<file path="src/rtl/clk_div_gen_pkg.sv">
// rtl/clk_div_gen_pkg.sv - shared types and helpers for the clock divider
package clk_div_gen_pkg;

    typedef enum logic [1:0] {
        ST_OFF  = 2'd0,
        ST_HIGH = 2'd1,
        ST_LOW  = 2'd2
    } chan_state_e;

    // High phase length: ceil(R/2), so odd ratios get the extra cycle high
    function automatic int unsigned high_len(input int unsigned r);
        return r - (r >> 1);
    endfunction

    // Low phase length: floor(R/2); zero only for R=1
    function automatic int unsigned low_len(input int unsigned r);
        return r >> 1;
    endfunction

endpackage

</file>
<file path="src/rtl/clk_div_chan.sv">
// rtl/clk_div_chan.sv - one divider channel: FSM, phase counter and registered outputs
module clk_div_chan
    import clk_div_gen_pkg::*;
#(
    parameter int RATIO_W = 8
) (
    input  logic               clk_i,
    input  logic               rst_i,
    input  logic               en_i,
    input  logic [RATIO_W-1:0] ratio_i,
    input  logic               sync_i,
    output logic               div_clk_o,
    output logic               tick_o,
    output logic               ratio_ack_o
);

    chan_state_e        state_q;
    logic [RATIO_W-1:0] cnt_q;
    logic [RATIO_W-1:0] act_q;
    logic               div_clk_q;
    logic               tick_q;
    logic               ack_q;

    logic [RATIO_W-1:0] h_len;
    logic [RATIO_W-1:0] l_len;
    logic               high_done;
    logic               boundary;
    logic               start_ok;

    // Phase lengths come from the latched ratio so mid-period edits cannot disturb the current period
    always_comb begin
        h_len     = RATIO_W'(high_len(32'(act_q)));
        l_len     = RATIO_W'(low_len(32'(act_q)));
        high_done = (state_q == ST_HIGH) && (cnt_q == h_len - RATIO_W'(1));
        boundary  = (high_done && (l_len == '0)) ||
                    ((state_q == ST_LOW) && (cnt_q == l_len - RATIO_W'(1)));
        start_ok  = en_i && (ratio_i != '0);
    end

    // Channel FSM; every output is a flop so the divided clock is glitch-free
    always_ff @(posedge clk_i) begin
        if (rst_i) begin
            state_q   <= ST_OFF;
            cnt_q     <= '0;
            act_q     <= '0;
            div_clk_q <= 1'b0;
            tick_q    <= 1'b0;
            ack_q     <= 1'b0;
        end else begin
            tick_q <= 1'b0;
            ack_q  <= 1'b0;
            if (sync_i) begin
                // Sync restarts in phase, truncating whatever period was in flight
                cnt_q <= '0;
                if (start_ok) begin
                    state_q   <= ST_HIGH;
                    act_q     <= ratio_i;
                    div_clk_q <= 1'b1;
                    tick_q    <= 1'b1;
                    ack_q     <= (state_q == ST_OFF) || (ratio_i != act_q);
                end else begin
                    state_q   <= ST_OFF;
                    div_clk_q <= 1'b0;
                end
            end else begin
                case (state_q)
                    ST_OFF: begin
                        cnt_q <= '0;
                        if (start_ok) begin
                            state_q   <= ST_HIGH;
                            act_q     <= ratio_i;
                            div_clk_q <= 1'b1;
                            tick_q    <= 1'b1;
                            ack_q     <= 1'b1;
                        end
                    end
                    ST_HIGH, ST_LOW: begin
                        if (boundary) begin
                            cnt_q <= '0;
                            if (start_ok) begin
                                state_q   <= ST_HIGH;
                                act_q     <= ratio_i;
                                div_clk_q <= 1'b1;
                                tick_q    <= 1'b1;
                                ack_q     <= (ratio_i != act_q);
                            end else begin
                                state_q   <= ST_OFF;
                                div_clk_q <= 1'b0;
                            end
                        end else if (high_done) begin
                            state_q   <= ST_LOW;
                            cnt_q     <= '0;
                            div_clk_q <= 1'b0;
                        end else begin
                            cnt_q <= cnt_q + RATIO_W'(1);
                        end
                    end
                    default: begin
                        state_q   <= ST_OFF;
                        cnt_q     <= '0;
                        div_clk_q <= 1'b0;
                    end
                endcase
            end
        end
    end

    assign div_clk_o   = div_clk_q;
    assign tick_o      = tick_q;
    assign ratio_ack_o = ack_q;

endmodule

</file>
<file path="src/rtl/clk_div_gen.sv">
// rtl/clk_div_gen.sv - multi-channel divided clocks and clock-enable ticks
module clk_div_gen
    import clk_div_gen_pkg::*;
#(
    parameter int NUM_CH  = 4,
    parameter int RATIO_W = 8
) (
    input  logic                      i_ref_clk,
    input  logic                      i_rst,
    input  logic [NUM_CH-1:0]         i_clk_en,
    input  logic [NUM_CH*RATIO_W-1:0] i_div_ratio,
    input  logic                      i_sync,
    output logic [NUM_CH-1:0]         o_div_clk,
    output logic [NUM_CH-1:0]         o_tick,
    output logic [NUM_CH-1:0]         o_ratio_ack
);

    genvar c;
    generate
        for (c = 0; c < NUM_CH; c++) begin : g_ch
            clk_div_chan #(
                .RATIO_W (RATIO_W)
            ) u_chan (
                .clk_i       (i_ref_clk),
                .rst_i       (i_rst),
                .en_i        (i_clk_en[c]),
                .ratio_i     (i_div_ratio[c*RATIO_W +: RATIO_W]),
                .sync_i      (i_sync),
                .div_clk_o   (o_div_clk[c]),
                .tick_o      (o_tick[c]),
                .ratio_ack_o (o_ratio_ack[c])
            );
        end
    endgenerate

endmodule

</file>
<file path="config.mk">
export PLATFORM = sky130hd
export DESIGN_NAME = clk_div_gen
export DESIGN_NICKNAME = d
export VERILOG_FILES = /design/src/rtl/clk_div_gen_pkg.sv /design/src/rtl/clk_div_chan.sv /design/src/rtl/clk_div_gen.sv
export SDC_FILE = /design/constraint.sdc
export NUM_CORES = 1
export LEC_CHECK = 0
export CAP_MARGIN = 20
export CORE_MARGIN = 2
export CORE_UTILIZATION = 30
export DETAILED_ROUTE_END_ITERATION = 7
export SLEW_MARGIN = 30
export SYNTH_ARGS = -nofsm -noshare
export SYNTH_HDL_FRONTEND = slang
export SYNTH_SLANG_ARGS = --single-unit
</file>
<file path="constraint.sdc">
create_clock -name i_ref_clk -period 4.2 [get_ports i_ref_clk]
set_clock_uncertainty 0.1 [all_clocks]
set_input_delay 0.63 -clock i_ref_clk [delete_from_list [all_inputs] [get_ports i_ref_clk]]
set_output_delay 0.63 -clock i_ref_clk [all_outputs]
set_load 0.05 [all_outputs]
</file>
Yosys cells after proc, flatten, opt, wreduce, memory -nomap -nowiden. Cells that the tools add are included.

Logic and storage cells: 228. Bits of input ports: 39. Bits in latches: 0. ROM bits: 0. Flip-flop bits (word level): 84. Memories kept: 0. RAM bits: 0.

Add/sub/neg operators: 16. Bitwise logic cells: 4. Order comparisons: 0. Multipliers: 0. Divide/modulo/power cells: 0. Mux-type cells: 96. Equal/unequal tests: 32. Shift-type cells: 0. Reductions and logical operators: 56.

Operators by type and width (count): 8-bit two-way mux (12); 8-bit == test (8); 8-bit case mux with 2 select lines (4); 1-bit two-way mux (48); 8-bit by 1-bit adder with 8-bit output (second input constant) (4); 8-bit zero test (4); 2-bit two-way mux (16); 8-bit != test (4); 8-bit nonzero test (4); 7-bit by 1-bit subtractor with 8-bit output (second input constant) (4); 8-bit by 1-bit subtractor with 8-bit output (second input constant) (4); 8-bit by 7-bit subtractor with 8-bit output (4); 3-bit by 2-bit != test with 1-bit output (second input constant) (8); 1-bit case mux with 2 select lines (12); 5-bit OR reduction (4); 1-bit logical AND (16); 4-bit by 2-bit != test with 1-bit output (second input constant) (4); 2-bit case mux with 2 select lines (4); 2-bit AND reduction (8); 3-bit nonzero test (4); 2-bit by 1-bit == test with 1-bit output (second input constant) (4); 2-bit == test (second input constant) (4); 2-bit zero test (4); 1-bit logical OR (8); 2 further kinds (8).

Longest topological paths before layout. Gate-level depths: netlist (run 1).

Depth in word-level cells: 9. Depth in mapped cells: 12. Mapped depth without buffers: 11.

Cells and area by module. From an unflattened synthesis (run 1), not the netlist that was laid out.

Cells, all modules: 900. Area, all modules: 7810.0 um^2.

By module, submodules not included: clk_div_chan at g_ch[1].u_chan (cells an instance 239, area an instance 2094.5 um^2, times used 1); clk_div_chan at g_ch[0].u_chan (cells an instance 232, area an instance 1960.6 um^2, times used 1); clk_div_chan at g_ch[3].u_chan (cells an instance 224, area an instance 1945.6 um^2, times used 1); clk_div_chan at g_ch[2].u_chan (cells an instance 205, area an instance 1809.2 um^2, times used 1).

Least setup slack after synthesis (run 1). No wires, ideal clock.

Kind: reg-to-reg. Start: register g_ch[0].u_chan.act_q[1]. End: register g_ch[0].u_chan.state_q[1]. Stages on the path, launching flop included: 11. Slack: 801 ps. Arrival: 3226 ps. Period minus slack after synthesis: 3399 ps. Library setup time: 73 ps. Path through: dfxtp_1 inv_1 ha_1 fa_1 xnor2_1 xnor2_1 o211ai_1 or4_1 or4_1 or4b_1 o22ai_2.

Longest elaborated chain between the ends: 9. Elaborated cells between the ends (all ways): 15. Those cells by class: 3 x add/sub; 3 x eq/ne; 3 x mux; 6 x reduce/logical.

RTL lines: start: declaration (RTL line clk_div_chan.sv:19) `logic [RATIO_W-1:0] act_q;`; start signal: assignment (RTL line clk_div_chan.sv:57) `act_q <= ratio_i;`; start signal: assignment (RTL line clk_div_chan.sv:71) `act_q <= ratio_i;`; start signal: assignment (RTL line clk_div_chan.sv:82) `act_q <= ratio_i;`; 8-bit by 7-bit subtractor with 8-bit output (RTL line clk_div_gen_pkg.sv:12) `return r - (r >> 1);`; 8-bit by 1-bit subtractor with 8-bit output (RTL line clk_div_chan.sv:34) `high_done = (state_q == ST_HIGH) && (cnt_q == h_len - RATIO_W'(1));`; 8-bit == test (RTL line clk_div_chan.sv:34); 1-bit logical AND (RTL line clk_div_chan.sv:34); 1-bit logical AND (RTL line clk_div_chan.sv:35) `boundary = (high_done && (l_len == '0)) ||`; 1-bit logical OR (RTL line clk_div_chan.sv:35); 2-bit two-way mux (RTL line clk_div_chan.sv:78) `if (boundary) begin`; 2-bit case mux with 2 select lines (RTL line clk_div_chan.sv:66) `case (state_q)`; 2-bit two-way mux (RTL line clk_div_chan.sv:52) `if (sync_i) begin`; end signal: assignment (RTL line clk_div_chan.sv:56) `state_q <= ST_HIGH;`; end signal: assignment (RTL line clk_div_chan.sv:70) `state_q <= ST_HIGH;`; end signal: assignment (RTL line clk_div_chan.sv:81) `state_q <= ST_HIGH;`; end: declaration (RTL line clk_div_chan.sv:17) `chan_state_e state_q;`.

Parallel ways exist; a longest one is shown, timed or not. A chain may end at the register's enable or synchronous reset.

Final worst setup path (run 1).
Start: register g_ch[1].u_chan.act_q[1]. End: register g_ch[1].u_chan.act_q[5].

Longest elaborated chain between the ends: 8. Elaborated cells between the ends (all ways): 12. Those cells by class: 3 x add/sub; 3 x eq/ne; 6 x reduce/logical.

RTL lines (RTL line): start: declaration (clk_div_chan.sv:19); start signal: assignment (clk_div_chan.sv:57); start signal: assignment (clk_div_chan.sv:71); start signal: assignment (clk_div_chan.sv:82); 8-bit by 7-bit subtractor with 8-bit output (clk_div_gen_pkg.sv:12); 8-bit by 1-bit subtractor with 8-bit output (clk_div_chan.sv:34); 8-bit == test (clk_div_chan.sv:34); 1-bit logical AND (clk_div_chan.sv:34); 1-bit logical AND (clk_div_chan.sv:35); 1-bit logical OR (*) (clk_div_chan.sv:35); 3-bit by 2-bit != test with 1-bit output (no line) (*); 2-bit AND reduction (no line) (*).

Mark *: on every way between the ends. The rest lies on a longest branch, timed or not.

==> results of run 1 <==
-- state kept, by name, summed over array words and instances (netlist names) --
name	flops
g_ch.u_chan.tick_o	4
g_ch.u_chan.act_q	32
g_ch.u_chan.state_q	6
g_ch.u_chan.div_clk_o	2
g_ch.u_chan.cnt_q	32
g_ch.u_chan.ratio_ack_o	4
-- power breakdown --
part           internal, µW  switching, µW
Combinational           376            445
Clock                   539            337
Sequential              793           50.3
Total                  1710            832
-- placed cells by master, fill, tap and decap left out, types with 4 or more instances in the layout --
cell type,netlist,routed
nor2_1,93,93
ha_1,92,92
xnor2_1,83,83
dfxtp_1,80,80
inv_1,66,66
xor2_1,53,53
clkdlybuf4s50_1,0,49
mux2i_1,35,35
nand3_1,29,29
nand2_1,28,28
o21ai_0,27,27
nor2b_1,25,25
a21oi_1,19,19
nand2b_1,17,17
nor4_1,15,15
nand4_1,13,13
nor3_1,11,11
and3_1,11,11
or4_1,10,10
clkbuf_16,0,9
a211oi_1,8,8
a21boi_0,7,7
nor3b_1,5,5
o211ai_1,5,5
or3_1,5,5
and4_1,4,4
o22ai_1,4,4
o31ai_1,4,4
o31a_1,5,4
fa_1,4,4
buf_4,14,4
-- synth_stat cells, types with 10 or more instances --
cell type	instances
dfxtp_1	80
mux2i_1	35
xnor2_1	83
nor4_1	15
nand3_1	29
or4_1	10
nand2_1	28
clkbuf_1	21
ha_1	92
nand2b_1	17
nand4_1	13
nor2_1	93
xor2_1	53
nor2b_1	25
nor3_1	11
buf_4	14
and3_1	11
a21oi_1	19
inv_1	66
o21ai_0	27
-- critical path: stages, from the launching register on --
cell and delay (ns):
dfxtp_1 0.52, inv_1 0.12, ha_1 0.24, fa_1 0.46
nor2b_1 0.15, o31ai_1 0.41, a21oi_1 0.12, a2111oi_0 0.50
and4_1 0.31, o31a_2 0.30, mux2i_1 0.22, nor2_1 0.05
-- kinds of logic (layout without fill, tap and decap cells) --
group / after synthesis / in the layout / share of synthesized area (%)
DFF: 80 / 80 / 22.3
muxes: 37 / 37 / 5.20
and+or+nand+nor: 275 / 275 / 19.6
adders and majority gates: 96 / 96 / 17.2
xor gates and xnor gates: 138 / 138 / 17.1
buffers and inverters: 102 / 136 / 6.09
AOI/OAI and AO/OA: 125 / 125 / 12.5
-- metal layers --
metal	global-route usage (%)	up-vias
met3	2.83	9
met4	4.12	0
met1	19.0	2733
met5	0	-
li1	-	2978
met2	23.0	94
-- cell type report --
cell class	count	area share [%]
Inverter	66	3.01
Sequential cell	80	19.4
Clock inverter	6	1.12
Multi-Input combinational cell	671	62.3
Tap cell	319	4.84
Clock buffer	10	2.90
Timing Repair Buffer	54	6.38
-- worst max path at each step --
stage                                                  end  slack (ns)
global placement      g_ch[1].u_chan.act_q[1]$_SDFFE_PP0P_        0.49
global route          g_ch[1].u_chan.act_q[2]$_SDFFE_PP0P_        0.18
finish                g_ch[1].u_chan.act_q[5]$_SDFFE_PP0P_        0.56
detailed placement    g_ch[1].u_chan.act_q[5]$_SDFFE_PP0P_        0.40
CTS                   g_ch[1].u_chan.act_q[5]$_SDFFE_PP0P_        0.39
floorplan           g_ch[0].u_chan.state_q[1]$_SDFFE_PP0P_        0.80
-- per-stage QoR --
| step | util [%] | cells | setup WS (ns) | instance area [µm²] | power (µW) |
|---|---|---|---|---|---|
| after floorplan | - | 853 | 0.801 | 7170 | 1480 |
| after global placement | 33.7 | 1190 | 0.489 | 7910 | 1670 |
| after detailed placement | 33.7 | 1190 | 0.400 | 7910 | 1670 |
| after CTS | 35.1 | 1206 | 0.386 | 8240 | 2560 |
| after global routing | 35.1 | 1206 | 0.176 | 8240 | 2700 |
| final | 35.1 | 1206 | 0.555 | 8240 | 2540 |
-- what timing repair did --
item,CTS,global route
resized for setup,0,1
endpoints found under the setup margin,0,3
hold buffers,0,0
==> flow_metrics.tcl, run 1 <==
set metrics [dict create \
    status "complete, no violations" \
    avgSynthCellArea_um2 8.41 \
    antenna_cells 0 \
    cts_sinks 80 \
    worstMarginPinSlew_ns 0.726 \
    worstReg2RegStart "g_ch[1].u_chan.act_q[1]$_SDFFE_PP0P_" \
    wl_met3_um 541 \
    worst_hold_slack_ns 0.418 \
    path_max_fanout 8 \
    dr.pass1.iters 4 \
    die_area_um2 25200 \
    period_needed_ns 3.64 \
    rsz0062_at_grt "no" \
    cts_setup_buffers 0 \
    h-tree-depth 3 \
    io_pins 51 \
    hold_class "register to register" \
    start_util_pct 30.5 \
    synth-seq-cells 80 \
    detail-route-antenna-nets 0 \
    drc_errors 0 \
    io_buffers 50 \
    routed_wl_mm 16.9 \
    synthToLayoutAreaGrowth_pct 14.9 \
    slew_violations 0 \
    cts_buffers 9 \
    relSlewSlack_pct 50.3 \
    startpoint_type "register" \
    row_count 56 \
    top_layer "met4" \
    async_reset_ff_share_pct 0 \
    vias 5814 \
    hold_viol 0 \
    grt_pass1_wl_mm 28.3 \
    cp.required_ns 4.32 \
    yosysUniqueCellTypes 71 \
    final_layout_size_suffix_gt1_share_pct 3.95 \
    grt_antenna_before_repair 0 \
    yosysTopAreaCellShare_pct 22.3 \
    min_to "g_ch[0].u_chan.state_q[1]$_SDFFE_PP0P_" \
    gp_congestion 0.885 \
    arrival_ns 3.76 \
    grt_pass1_vias 5715 \
    wl_per_cell_um 14.0 \
    fmax_mhz 274 \
    cts.reportedPaths.clkPinSlew_ns 0.06 \
    cts_tree "done" \
    die_h_um 159 \
    die_w_um 159 \
    wl_met1_mm 8.59 \
    wl_met2_mm 7.55 \
    cap_violations 0 \
    timing.setup.tns_ns 0 \
    cts.root.buffer_cell "clkbuf_16" \
    multi_input_area_um2 5130 \
    vias_per_cell 4.82 \
    n_fill_cell 2461 \
    p_leak_uw 0.00323 \
    ys_warn_count 0 \
    drtIter0Drc 344 \
    num-nets-final 1017 \
    grt_remaining_overflow 0 \
    startpoint "g_ch[1].u_chan.act_q[1]$_SDFFE_PP0P_" \
    reg2reg_slack_ns 0.56 \
    grtUsageTotal_pct 14.2 \
    postSynthCellCount 853 \
    synth_fp_nets 988 \
    post-route-period-util_pct 86.8 \
    ctsLongestPathBuffers 2 \
    power_density_nw_per_um2 308 \
    setup_viol 0 \
    worst_setup_path_end_kind "register" \
    dp_hpwl_mm 13.4 \
    synth_edf_count 0 \
    hp-start "g_ch[0].u_chan.state_q[1]$_SDFFE_PP0P_" \
    peakVddDrop_mv 0.177 \
    clk_latency_ns 0.34 \
    seq_area_frac_synth_pct 22.3 \
    hold_depth 2 \
    grt_max_degree 30 \
    seqCellArea_um2 1600 \
    yosys-top-cells-area "dfxtp_1 (22%), ha_1 (16%), xnor2_1 (10%), xor2_1 (6.5%), mux2i_1 (4.9%)" \
    synth_flop_cell "dfxtp_1" \
    synth.cell_area_um2 7170 \
    path_class "register to register" \
    core_area_um2 23500 \
    reg2reg_to "g_ch[1].u_chan.act_q[5]$_SDFFE_PP0P_" \
    ff2ff_path_depth 11 \
    synth_largest_area_cell "dfxtp_1" \
]
(Power assumes the default switching activity.)
==> run 2: changes to the inputs <==
--- a/config.mk
+++ b/config.mk
@@ -6,6 +6,7 @@
 export NUM_CORES = 1
 export LEC_CHECK = 0
 export CAP_MARGIN = 20
+export CORE_ASPECT_RATIO = 2
 export CORE_MARGIN = 2
 export CORE_UTILIZATION = 30
 export DETAILED_ROUTE_END_ITERATION = 7
==> flow_metrics.tcl, run 2 (synthesis results as in run 1) <==
set metrics [dict create \
    path_max_fanout 8 \
    row_count 80 \
    drtIter0Drc 199 \
    peakVddDrop_mv 0.142 \
    final_common_cell "nor2_1" \
    worst_setup_path_end_kind "register" \
    vias_per_cell 5.13 \
    cts_setup_buffers 0 \
    fmax_mhz 265 \
    place_ws_ns 0.515 \
    detail-route-antenna-nets 0 \
    worstPathCellList "inv_1 -> ha_1 -> fa_1 -> nor2b_1 -> o31ai_1 -> a21oi_1 -> a2111oi_0 -> buf_4 -> nand3_1 -> nor3b_1 -> or4_1 -> and3_1" \
    grt_pass1_vias 6288 \
    arrival_ns 3.93 \
    start_util_pct 30.2 \
    grt_pass1_wl_mm 30.9 \
    grtUsageTotal_pct 15.8 \
    io_pins 51 \
    cts_tree "done" \
    die_w_um 113 \
    grt_remaining_overflow 0 \
    die_h_um 223 \
    period_needed_ns 3.77 \
    vias 6038 \
    gp_congestion 0.926 \
    slew_violations 0 \
    setup_viol 0 \
    worstMarginPinSlew_ns 0.892 \
    wl_per_cell_um 16.5 \
    synthToLayoutAreaGrowth_pct 14.5 \
    rsz0062_at_grt "no" \
    dp_hpwl_mm 15.9 \
    cp.required_ns 4.36 \
    routed_wl_mm 19.4 \
    relSlewSlack_pct 40.5 \
    antenna_cells 0 \
    post-route-period-util_pct 89.8 \
    status "complete, no violations" \
    ctsResizeCount 0 \
    critPathBufInv 2 \
    cts_buffers 9 \
    startpoint_type "register" \
    drc_errors 0 \
    cts.reportedPaths.clkPinSlew_ns 0.07 \
    clk_latency_ns 0.36 \
    cap_violations 0 \
    die_area_um2 25200 \
    path_class "register to register" \
    cts_sinks 80 \
    critPathTopFamily "compound AO/OA/AOI/OAI gates" \
    io_buffers 50 \
    grt_max_degree 43 \
    ctsLongestPathBuffers 2 \
    layout_setup_ws_ns 0.430 \
    cts.root.buffer_cell "clkbuf_16" \
    crit_slowest_cell "dfxtp_1" \
    dr.pass1.iters 4 \
    final_layout_size_suffix_gt1_share_pct 4.04 \
    power_density_nw_per_um2 313 \
    critPathMaxStageDelay_ns 0.50 \
    num-nets-final 1020 \
    mostFrequentLayoutCells "nor2_1 (93), ha_1 (92), xnor2_1 (83)" \
    hold_buffers 0 \
    timing.setup.tns_ns 0 \
    hold_viol 0 \
    grt_antenna_before_repair 0 \
    hold_class "register to register" \
    core_area_um2 23700 \
    reg.largest.list "g_ch.u_chan.act_q x32, g_ch.u_chan.cnt_q x32, g_ch.u_chan.state_q x6" \
    h-tree-depth 3 \
    p_leak_uw 0.00325 \
]
[run 2: cell type report]
type / instances / area, µm²
Clock buffer: 10 / 229
Clock inverter: 6 / 93.8
Fill cell: 2432 / 15500
Inverter: 66 / 248
Multi-Input combinational cell: 671 / 5130
Sequential cell: 80 / 1600
Tap cell: 287 / 359
Timing Repair Buffer: 57 / 548
[run 2: where the power goes]
group | internal [µW] | switching (µW)
logic | 384 | 477
clock network | 524 | 348
registers | 793 | 47.5
total | 1700 | 873
[run 2: per-layer routing]
layer	wire (µm)	track usage, %
met2	11100	31.5
met1	6580	13.5
met3	463	1.94
met5	0	0
met4	1330	12.0
[run 2: worst paths after layout]
path	startpoint	to	slack (ns)	depth (start not counted)
max	g_ch[1].u_chan.act_q[1]$_SDFFE_PP0P_	g_ch[1].u_chan.div_clk_o$_SDFFE_PP0P_	0.43	12
min	g_ch[3].u_chan.cnt_q[0]$_SDFF_PP0_	g_ch[3].u_chan.cnt_q[0]$_SDFF_PP0_	0.40	1
max reg2reg	g_ch[1].u_chan.act_q[1]$_SDFFE_PP0P_	g_ch[1].u_chan.div_clk_o$_SDFFE_PP0P_	0.43	12
min reg2reg	g_ch[3].u_chan.cnt_q[0]$_SDFF_PP0_	g_ch[3].u_chan.cnt_q[0]$_SDFF_PP0_	0.40	1
[run 2: metrics by stage]
step           util (%)  instance area (µm²)  power (µW)  hold WS (ns)  cells
6_report           34.6                 8210        2570         0.402   1177
5_1_grt            34.6                 8210        2720         0.439   1177
4_1_cts            34.6                 8210        2610         0.408   1177
3_5_place_dp       33.3                 7890        1710         0.392   1161
3_3_place_gp       33.3                 7890        1710         0.386   1161
2_1_floorplan         -                 7170        1480         0.362    853
==> run 3: changes to the inputs <==
--- a/config.mk
+++ b/config.mk
@@ -10,6 +10,7 @@
 export CORE_MARGIN = 2
 export CORE_UTILIZATION = 30
 export DETAILED_ROUTE_END_ITERATION = 7
+export HOLD_SLACK_MARGIN = 0.06
 export SLEW_MARGIN = 30
 export SYNTH_ARGS = -nofsm -noshare
 export SYNTH_HDL_FRONTEND = slang
==> constraint.sdc (replaced) <==
create_clock -name i_ref_clk -period 4.4 [get_ports i_ref_clk]
set_clock_uncertainty 0.1 [all_clocks]
set_input_delay 0.66 -clock i_ref_clk [delete_from_list [all_inputs] [get_ports i_ref_clk]]
set_output_delay 0.66 -clock i_ref_clk [all_outputs]
set_load 0.05 [all_outputs]
==> flow_metrics.tcl, run 3 (synthesis results as in run 1) <==
set metrics [dict create \
    drc_errors 0 \
    share_comb_of_total_power_pct 32.3 \
    die_area_um2 25200 \
    wl_met1_mm 6.54 \
    die_h_um 223 \
    clk_latency_ns 0.34 \
    row_count 80 \
    reg.largest.list "g_ch.u_chan.act_q x32, g_ch.u_chan.cnt_q x32, g_ch.u_chan.state_q x6" \
    slew_violations 0 \
    io_pins 51 \
    core_area_um2 23700 \
    setup_viol 0 \
    grt_remaining_overflow 0 \
    grt_antenna_before_repair 0 \
    status "complete, no violations" \
    pwr-share-seq_pct 32.1 \
    place_ws_ns 0.408 \
    rsz0062_at_grt "no" \
    wl_per_cell_um 16.5 \
    routed_wl_mm 19.3 \
    top_layer "met4" \
    period_needed_ns 3.93 \
    timing.setup.tns_ns 0 \
    power_density_nw_per_um2 305 \
    grt_pass1_vias 6390 \
    dr.pass1.iters 4 \
    layout_setup_ws_ns 0.468 \
    arrival_ns 4.03 \
    startpoint_type "register" \
    drtIter0Drc 156 \
    clkPwrFrac_pct 35.6 \
    synthToLayoutAreaGrowth_pct 14.6 \
    ctsLongestPathBuffers 2 \
    wl_met2_mm 10.9 \
    cts_tree "done" \
    vias 6086 \
    worst_hold_slack_ns 0.407 \
    p_switching_uw 816 \
    final_layout_size_suffix_gt1_share_pct 3.72 \
    fmax_mhz 254 \
    post-route-period-util_pct 89.4 \
    cts.reportedPaths.clkPinSlew_ns 0.07 \
    worst_setup_path_end_kind "register" \
    path_class "register to register" \
    multi_input_area_um2 5130 \
    antenna_cells 0 \
    cts_buffers 9 \
    worstMarginPinSlew_ns 0.925 \
    path_max_fanout 8 \
    die_w_um 113 \
    cp.required_ns 4.49 \
    detail-route-antenna-nets 0 \
    hold_class "register to register" \
    p_int_uw 1690 \
    cts_sinks 80 \
    seqCellArea_um2 1600 \
    wl_met3_um 373 \
    grt_pass1_wl_mm 31.1 \
    p_sw_share_pct 32.5 \
    start_util_pct 30.2 \
    cts.root.buffer_cell "clkbuf_16" \
    dp_hpwl_mm 15.8 \
    n_fill_cell 2509 \
    num-nets-final 1016 \
    io_buffers 50 \
    h-tree-depth 3 \
    peakVddDrop_mv 0.149 \
    grtUsageTotal_pct 15.7 \
    hold_viol 0 \
    grt_max_degree 43 \
    cap_violations 0 \
    p_leak_uw 0.00324 \
    gp_congestion 0.901 \
    final_common_cell "nor2_1" \
    relSlewSlack_pct 38.4 \
    utilization_pct 34.6 \
    mostFrequentLayoutCells "nor2_1 (93), ha_1 (92), xnor2_1 (83)" \
    vias_per_cell 5.19 \
]
run 3: cell types whose count changed in the layout (fill, tap and decap cells not counted):
cell,previous run,this run
bufinv_16,2,3
a2111oi_1,0,1
clkbuf_8,0,1
clkbuf_1,1,0
clkinv_4,3,1
buf_4,7,3
a2111oi_0,3,2
inv_6,0,1
run 3: power groups by stage:
| stage | Sequential, µW | Combinational, µW | Clock, µW |
|---|---|---|---|
| final | 805 | 809 | 893 |
| after global routing | 811 | 893 | 949 |
| after CTS | 806 | 811 | 918 |
| after detailed placement | 822 | 806 | 0 |
| after global placement | 821 | 798 | 0 |
| after floorplan | 803 | 608 | 0 |
run 3: what timing repair did:
item / in CTS / in global routing
hold buffers: 0 / 0
resized for setup: 0 / 1
setup buffers: 0 / 0
setup endpoints to repair: 0 / 8
run 3: worst max-delay path, cell delays in order (launching register included):
cell	delay (ns)
dfxtp_1	0.50
inv_1	0.12
ha_1	0.23
fa_1	0.46
nor2b_1	0.15
o31ai_1	0.43
a21oi_1	0.14
a2111oi_1	0.57
and4_1	0.31
o31a_1	0.47
mux2i_1	0.26
nor2_1	0.05
run 3: final timing paths:
check	from	end	slack, ns	depth (start not counted)
setup / recovery	g_ch[1].u_chan.act_q[1]$_SDFFE_PP0P_	g_ch[1].u_chan.act_q[6]$_SDFFE_PP0P_	0.47	11
hold / removal	g_ch[2].u_chan.state_q[1]$_SDFFE_PP0P_	g_ch[2].u_chan.state_q[1]$_SDFFE_PP0P_	0.41	2
setup reg to reg	g_ch[1].u_chan.act_q[1]$_SDFFE_PP0P_	g_ch[1].u_chan.act_q[6]$_SDFFE_PP0P_	0.47	11
hold reg to reg	g_ch[2].u_chan.state_q[1]$_SDFFE_PP0P_	g_ch[2].u_chan.state_q[1]$_SDFFE_PP0P_	0.41	2
run 3: through the flow:
| stage | std cells | cell area (µm²) | total power [µW] |
|---|---|---|---|
| after detailed placement | 1157 | 7860 | 1630 |
| after floorplan | 853 | 7170 | 1410 |
| after global routing | 1173 | 8210 | 2650 |
| after CTS | 1173 | 8210 | 2530 |
| after global placement | 1157 | 7860 | 1620 |
| final | 1173 | 8210 | 2510 |
run 3: final cells by class:
type / instances / area share (%)
Multi-Input combinational cell: 671 / 62.5
Timing Repair Buffer: 53 / 6.31
Clock inverter: 6 / 1.40
Tap cell: 287 / 4.37
Inverter: 66 / 3.02
Sequential cell: 80 / 19.5
Clock buffer: 10 / 2.91
run 3: layer usage:
layer / global-route usage, % / vias up
met3: 1.96 / 72
met2: 31.4 / 133
met4: 11.6 / 0
li1: - / 2988
met5: 0 / -
met1: 13.5 / 2893
